**config.mk**
```make
export PLATFORM = sky130hd
export DESIGN_NAME = start_fifo_srl_ctrl
export DESIGN_NICKNAME = d
export VERILOG_FILES = /design/src/rtl/start_fifo_srl_ctrl.sv
export SDC_FILE = /design/constraint.sdc
export NUM_CORES = 1
export LEC_CHECK = 0
export CORE_MARGIN = 2
export CORE_UTILIZATION = 58
export CTS_CLUSTER_SIZE = 20
export DETAILED_ROUTE_END_ITERATION = 8
export GPL_ROUTABILITY_DRIVEN = 1
export PLACE_DENSITY = 0.83
export SYNTH_ARGS = -nofsm -noshare
export SYNTH_HDL_FRONTEND = slang
export SYNTH_SLANG_ARGS = --single-unit
```
**constraint.sdc**
```tcl
create_clock -name ap_clk -period 3.52 [get_ports ap_clk]
set_input_delay 0.704 -clock ap_clk [delete_from_list [all_inputs] [get_ports ap_clk]]
set_output_delay 0.704 -clock ap_clk [all_outputs]
set_load 0.01 [all_outputs]
```
**src/rtl/start_fifo_srl_ctrl.sv**
```systemverilog
// Shift-register FIFO with first-word-fall-through output and registered full/empty flags.
// Optional macro START_FIFO_OCCUPANCY_EN adds the if_num_data_valid occupancy output.
module start_fifo_srl_ctrl #(
    parameter int unsigned DATA_WIDTH = 1,
    parameter int unsigned ADDR_WIDTH = 4,
    parameter int unsigned DEPTH      = 11
) (
    input  logic                  ap_clk,
    input  logic                  ap_rst_n,
    input  logic                  if_write_ce,
    input  logic                  if_write,
    input  logic [DATA_WIDTH-1:0] if_din,
    output logic                  if_full_n,
    input  logic                  if_read_ce,
    input  logic                  if_read,
    output logic [DATA_WIDTH-1:0] if_dout,
    output logic                  if_empty_n
`ifdef START_FIFO_OCCUPANCY_EN
   ,output logic [ADDR_WIDTH-1:0] if_num_data_valid
`endif
);

    localparam logic [ADDR_WIDTH-1:0] DEPTH_CNT = ADDR_WIDTH'(DEPTH);
    localparam logic [ADDR_WIDTH-1:0] ONE       = ADDR_WIDTH'(1);

    logic [DATA_WIDTH-1:0] mem_q [DEPTH];
    logic [ADDR_WIDTH-1:0] cnt_q;
    logic [ADDR_WIDTH-1:0] cnt_d;
    logic [ADDR_WIDTH-1:0] rd_addr;
    logic                  push;
    logic                  pop;

    // Flags decode only the registered count, so no input reaches them combinationally.
    assign if_full_n  = (cnt_q != DEPTH_CNT);
    assign if_empty_n = (cnt_q != '0);

    // Gating with ap_rst_n keeps the storage still on edges seen while reset is held.
    assign push = if_write & if_write_ce & if_full_n  & ap_rst_n;
    assign pop  = if_read  & if_read_ce  & if_empty_n & ap_rst_n;

    always_comb begin
        cnt_d = cnt_q;
        case ({push, pop})
            2'b10:   cnt_d = cnt_q + ONE;
            2'b01:   cnt_d = cnt_q - ONE;
            default: cnt_d = cnt_q;
        endcase
    end

    always_ff @(posedge ap_clk or negedge ap_rst_n) begin
        if (!ap_rst_n) begin
            cnt_q <= '0;
        end else begin
            cnt_q <= cnt_d;
        end
    end

    always_ff @(posedge ap_clk) begin
        if (push) begin
            mem_q[0] <= if_din;
            for (int unsigned i = 1; i < DEPTH; i++) begin
                mem_q[i] <= mem_q[i-1];
            end
        end
    end

    assign rd_addr = (cnt_q == '0) ? '0 : (cnt_q - ONE);

    // Oldest word sits at entry cnt-1; compare-based mux stays in range for any ADDR_WIDTH.
    always_comb begin
        if_dout = mem_q[0];
        for (int unsigned i = 1; i < DEPTH; i++) begin
            if (rd_addr == ADDR_WIDTH'(i)) begin
                if_dout = mem_q[i];
            end
        end
    end

`ifdef START_FIFO_OCCUPANCY_EN
    assign if_num_data_valid = cnt_q;
`endif

endmodule

```
After elaboration in Yosys (flattened, before gate mapping)
Memories as Yosys holds them, arrays and structs flattened.
Cells that the tools add are included.
{"block": "totals", "register_bits": 4, "ramBits": 11, "input_bits": 7, "output_inout_bits": 3, "word_cells": 40, "mem_count": 1}
{"name": "mem_q", "words": 11, "word_bits": 1, "rd": 11, "rd_ports_with_merged_regs": 0, "wr": 11, "line_no": "26", "source": "logic [DATA_WIDTH-1:0] mem_q [DEPTH];"}
{"block": "op_classes", "addsub": 2, "eq_ne": 13, "mux": 14, "bitwise_logic": 6, "n_reduce_logical": 3}
{"operator": "$eq A4 B3 Y1 const B", "count": 4}
{"operator": "$eq A4 B4 Y1 const B", "count": 3}
{"operator": "$mux W1", "count": 12}
{"operator": "$eq A4 B2 Y1 const B", "count": 2}
{"operator": "$pmux W4 S2", "count": 1}
{"operator": "$and A1 B1 Y1", "count": 6}
{"operator": "$add A4 B1 Y4 const B", "count": 1}
{"operator": "$eq A4 B1 Y1 const B", "count": 1}
{"operator": "$logic_not A4 Y1", "count": 1}
{"operator": "$mux W4", "count": 1}
{"operator": "$ne A4 B4 Y1 const B", "count": 1}
{"operator": "$reduce_bool A4 Y1", "count": 1}
{"operator": "$sub A4 B1 Y4 const B", "count": 1}
{"operator": "$eq A2 B1 Y1 const B", "count": 1}
{"operator": "$eq A2 B2 Y1 const B", "count": 1}
{"operator": "$reduce_bool A2 Y1", "count": 1}

Depth between registers and ports, before layout
{"block": "depth", "ltp_word": 13, "depth_mapped": 9, "mapped_depth_nobuf": 8}

Least setup slack after synthesis
OpenSTA, ideal clock, no wires.
{"block": "synth_path", "kind": "reg2out", "from": "register cnt_q[0]", "to": "output if_dout", "t_arrival_ns": 1.939, "t_required_ns": 2.816, "slack_ns": 0.877, "stages_incl_launch_ff": 9, "n_path_buf": 1, "cell_sequence": "dfrtp_1 > buf_2 > inv_1 > ha_1 > or4bb_1 > a21o_1 > a32oi_1 > o221ai_2 > o311ai_1"}
{"block": "synth_via", "elab_chain_cells": 13, "elab_cells_between_ends": 23, "classes_between": "add/sub (1); eq/ne (10); mux (11); reduce/logical (1)"}
{"item": "from (decl)", "line_no": "27", "source": "logic [ADDR_WIDTH-1:0] cnt_q;"}
{"item": "from (signal assigned)", "line_no": "54", "source": "cnt_q <= cnt_d;"}
{"item": "$sub A4 B1 Y4 or $logic_not A4 Y1 (tied branches)", "line_no": "67", "source": "assign rd_addr = (cnt_q == '0) ? '0 : (cnt_q - ONE);"}
{"item": "$mux W4 (*)", "line_no": "67"}
{"item": "$eq A4 B1 Y1", "line_no": "73", "source": "if (rd_addr == ADDR_WIDTH'(i)) begin"}
{"item": "$mux W1 (9 in series)", "line_no": "73"}
{"item": "$mux W1 (*)", "line_no": "73"}
{"item": "to (decl)", "line_no": "16", "source": "output logic [DATA_WIDTH-1:0] if_dout,"}
Every way passes the cells marked *; elsewhere a longest branch is shown, timed or not.

Worst setup path after layout
{"block": "layout_path", "from": "register cnt_q[1]", "to": "output if_dout"}
The elaborated chain is that of the path after synthesis.

==> load_flow_metrics.sql <==
INSERT INTO impl_metrics (metric_group, metric, value, unit) VALUES
('synthesis', 'synth_enable_flop_cells', '11', ''),
('clock_network', 'htreeDepth', '1', ''),
('layout', 'drive_above_1_share', '13.3', '%'),
('die', 'floorplan.die.width', '43.8', 'um'),
('worst_setup_path', 'r2r_slack', '1.12', 'ns'),
('worst_setup_path', 'path_max_fanout', '8', ''),
('synthesis', 'mappedNetlistArea', '921', 'um^2'),
('synthesis', 'yosys_warnings', '0', ''),
('routing', 'drc_errors', '0', ''),
('pwr', 'worst_ir_drop_vdd', '414', 'uV'),
('pwr', 'p_leak', '0.000375', 'uW'),
('worst_setup_path', 'critical_path_capture_point_type', 'output port', ''),
('worst_setup_path', 'reg2regPathDepth', '8', ''),
('place', 'placement.cell_area', '0.00102', 'mm^2'),
('routing', 'final_antenna_net_count', '0', ''),
('layout', 'antennaDiodeCount', '0', ''),
('grt', 'global_route.usage.total', '21.0', '%'),
('worst_setup_path', 'required', '2.82', 'ns'),
('routing', 'first_pass_iters', '4', ''),
('timing', 'worst_slew_pin_slew', '0.406', 'ns'),
('timing', 'period_share', '92.9', '%'),
('worst_setup_path', 'worstPathArrival', '2.57', 'ns'),
('timing', 'max_freq', '0.306', 'GHz'),
('layout', 'final_cell_area', '0.00106', 'mm^2'),
('synthesis', 'yosys_register_bits', '15', ''),
('synthesis', 'ys_async_sr_fraction', '26.7', '%'),
('hold_path', 'hold_end', 'mem_q[7]$_DFFE_PP_', ''),
('grt', 'first_global_vias', '613', ''),
('clock_network', 'cts_made_buffers', '3', ''),
('clock_network', 'cts.sinks', '15', ''),
('die', 'std_cell_rows', '14', ''),
('clock_network', 'clkTransAtPathRegs', '0.10', 'ns'),
('timing', 'totalNegativeSetupSlack', '0', 'ns'),
('layout', 'area_delta_synth_final', '14.8', '%'),
('worst_setup_path', 'worst-setup-path-type', 'register to output port', ''),
('die', 'die_h', '43.8', 'um'),
('grt', 'grt_antenna_before_repair', '0', ''),
('die', 'core_area', '0.00149', 'mm^2'),
('place', 'port_buffers', '9', ''),
('routing', 'dr_total_vias', '703', ''),
('synthesis', 'synthesis.nets', '98', ''),
('worst_setup_path', 'reg2reg_to', 'cnt_q[3]$_DFFE_PN0P_', ''),
('layout', 'num-nets-final', '111', ''),
('place', 'globalplace.congestion', '0.788', ''),
('routing', 'drt-total-wl', '1790', 'um'),
('layout', 'fillerInstances', '107', ''),
('synthesis', 'dominantRegCellSynth', 'edfxtp_1', ''),
('worst_setup_path', 'setup.worst_path.start_class', 'register', ''),
('clock_network', 'clockBufferDepth', '2', ''),
('die', 'top_level_ports', '10', ''),
('hold_path', 'holdPathStages', '0', ''),
('die', 'fp.dieArea', '0.00192', 'mm^2'),
('timing', 'finalWorstPathRequiredPeriod', '3.27', 'ns'),
('clock_network', 'cts-hold-fix-buffers', '0', ''),
('synthesis', 'netlist-cell-type-count', '40', ''),
('die', 'initial_core_util', '61.8', '%'),
('timing', 'final_hold_viol_count', '0', ''),
('routing', 'first_iter_violations', '24', ''),
('timing', 'final_setup_fails', '0', ''),
('timing', 'worst_clock_skew', '0.00141', 'ns'),
('outcome', 'run_status', 'finished, final reports clean', ''),
('hold_path', 'holdCritStartpoint', 'mem_q[6]$_DFFE_PP_', ''),
('hold_path', 'min_path_type', 'register to register', ''),
('synthesis', 'area_share_of_the_largest_cell_type_after_synthesis', '35.9', '%'),
('clock_network', 'cts.root.buffer_cell', 'clkbuf_4', ''),
('flow_run', 'cap_viol_max_count', '0', ''),
('timing', 'rsz0062_at_grt', 'false', ''),
('synthesis', 'post_synth_top_area_cell', 'edfxtp_1', ''),
('clock_network', 'insertion_delay', '0.29', 'ns'),
('routing', 'avgRoutedWirePerCell', '15.7', 'um'),
('worst_setup_path', 'r2r_start', 'cnt_q[0]$_DFFE_PN0P_', '');
-- metrics by stage --
stage | util [%] | hold slack (ns) | std cells | setup WS (ns)
6_report | 71.0 | 0.465 | 114 | 0.249
2_1_floorplan | - | 0.408 | 86 | 0.877
5_1_grt | 71.0 | 0.487 | 114 | 0.148
3_5_place_dp | 68.4 | 0.444 | 109 | 0.220
3_3_place_gp | 68.4 | 0.426 | 109 | 0.280
4_1_cts | 71.0 | 0.467 | 114 | 0.279
-- cell usage after synthesis, types with 2 or more instances --
cell / n
o21ai_0: 4
nand2_1: 8
a32oi_1: 2
a22oi_1: 2
dfrtp_1: 4
nor2_1: 4
edfxtp_1: 11
xnor2_1: 3
nor2b_1: 5
ha_1: 5
nor3_1: 4
nand3_1: 2
or2_2: 2
inv_1: 4
-- how the worst max path moves through the flow --
stage               to  cells past startpoint  slack [ns]                  from
2_1_floorplan  if_dout                      8        0.88  cnt_q[0]$_DFFE_PN0P_
3_3_place_gp   if_dout                      8        0.28  cnt_q[0]$_DFFE_PN0P_
3_5_place_dp   if_dout                      8        0.22  cnt_q[0]$_DFFE_PN0P_
4_1_cts        if_dout                      8        0.28  cnt_q[1]$_DFFE_PN0P_
5_1_grt        if_dout                      8        0.15  cnt_q[1]$_DFFE_PN0P_
6_report       if_dout                      8        0.25  cnt_q[1]$_DFFE_PN0P_
-- registers in the layout, indices dropped and copies added, names as in the netlist --
signal  flops
mem_q      11
cnt_q       4
-- layout by cell type (no fill, tap or decap), types with 2 or more instances in the layout --
cell / count
nor2_1: 4
inv_1: 4
dfrtp_1: 2
nor3_1: 4
a32oi_1: 2
edfxtp_1: 11
xnor2_1: 3
o21ai_0: 4
dfrtp_2: 2
nor2b_1: 5
a22oi_1: 2
or2_2: 2
nand2_1: 8
buf_4: 2
ha_1: 5
clkbuf_4: 3
clkdlybuf4s50_1: 8
nand3_1: 2
-- critical path: stages (launching register included) --
cell,delay [ns]
dfrtp_2,0.45
inv_1,0.11
ha_1,0.27
or4bb_1,0.54
a21o_1,0.19
a32oi_1,0.21
o221ai_2,0.11
o311ai_1,0.09
dlygate4sd2_1,0.30
-- layer usage --
| layer | track usage (%) | vias up |
|---|---|---|
| met5 | 0 | - |
| li1 | - | 347 |
| met3 | 2.50 | 4 |
| met1 | 30.9 | 333 |
| met2 | 31.2 | 19 |
| met4 | 9.09 | 0 |
-- what timing repair did --
| action | CTS | global route |
|---|---|---|
| buffers inserted | 1 | 0 |
| gates resized for setup | 3 | 0 |
| setup endpoints to repair | 1 | 0 |
-- logic make-up (layout without fill, tap and decap cells) --
kind of cell,Yosys count,count (layout),synth area share [%]
simple gates,35,35,21.6
buf+inv,7,19,3.80
mux,1,1,1.09
xor+xnor,4,4,3.81
flops,15,15,46.7
fa+ha+maj,5,5,6.79
compound gates,19,19,16.2
-- report_power, final --
part | switching [uW] | internal, uW | total [uW]
combinational | 257 | 234 | 491
clock | 61.2 | 43.3 | 105
sequential | 39.6 | 220 | 259
-- cell type report --
type                    instances  area [um^2]  area share, %
multi-input cells              64          455           43.1
flip-flops and latches         15          433           40.9
repair buffers                 11          104           9.82
clock buffers                   3         22.5           2.13
well taps                      16         20.0           1.89
inverters                       4         15.0           1.42
clock inverters                 1         7.51          0.710
Note: power is estimated with default switching activity, not from simulation.
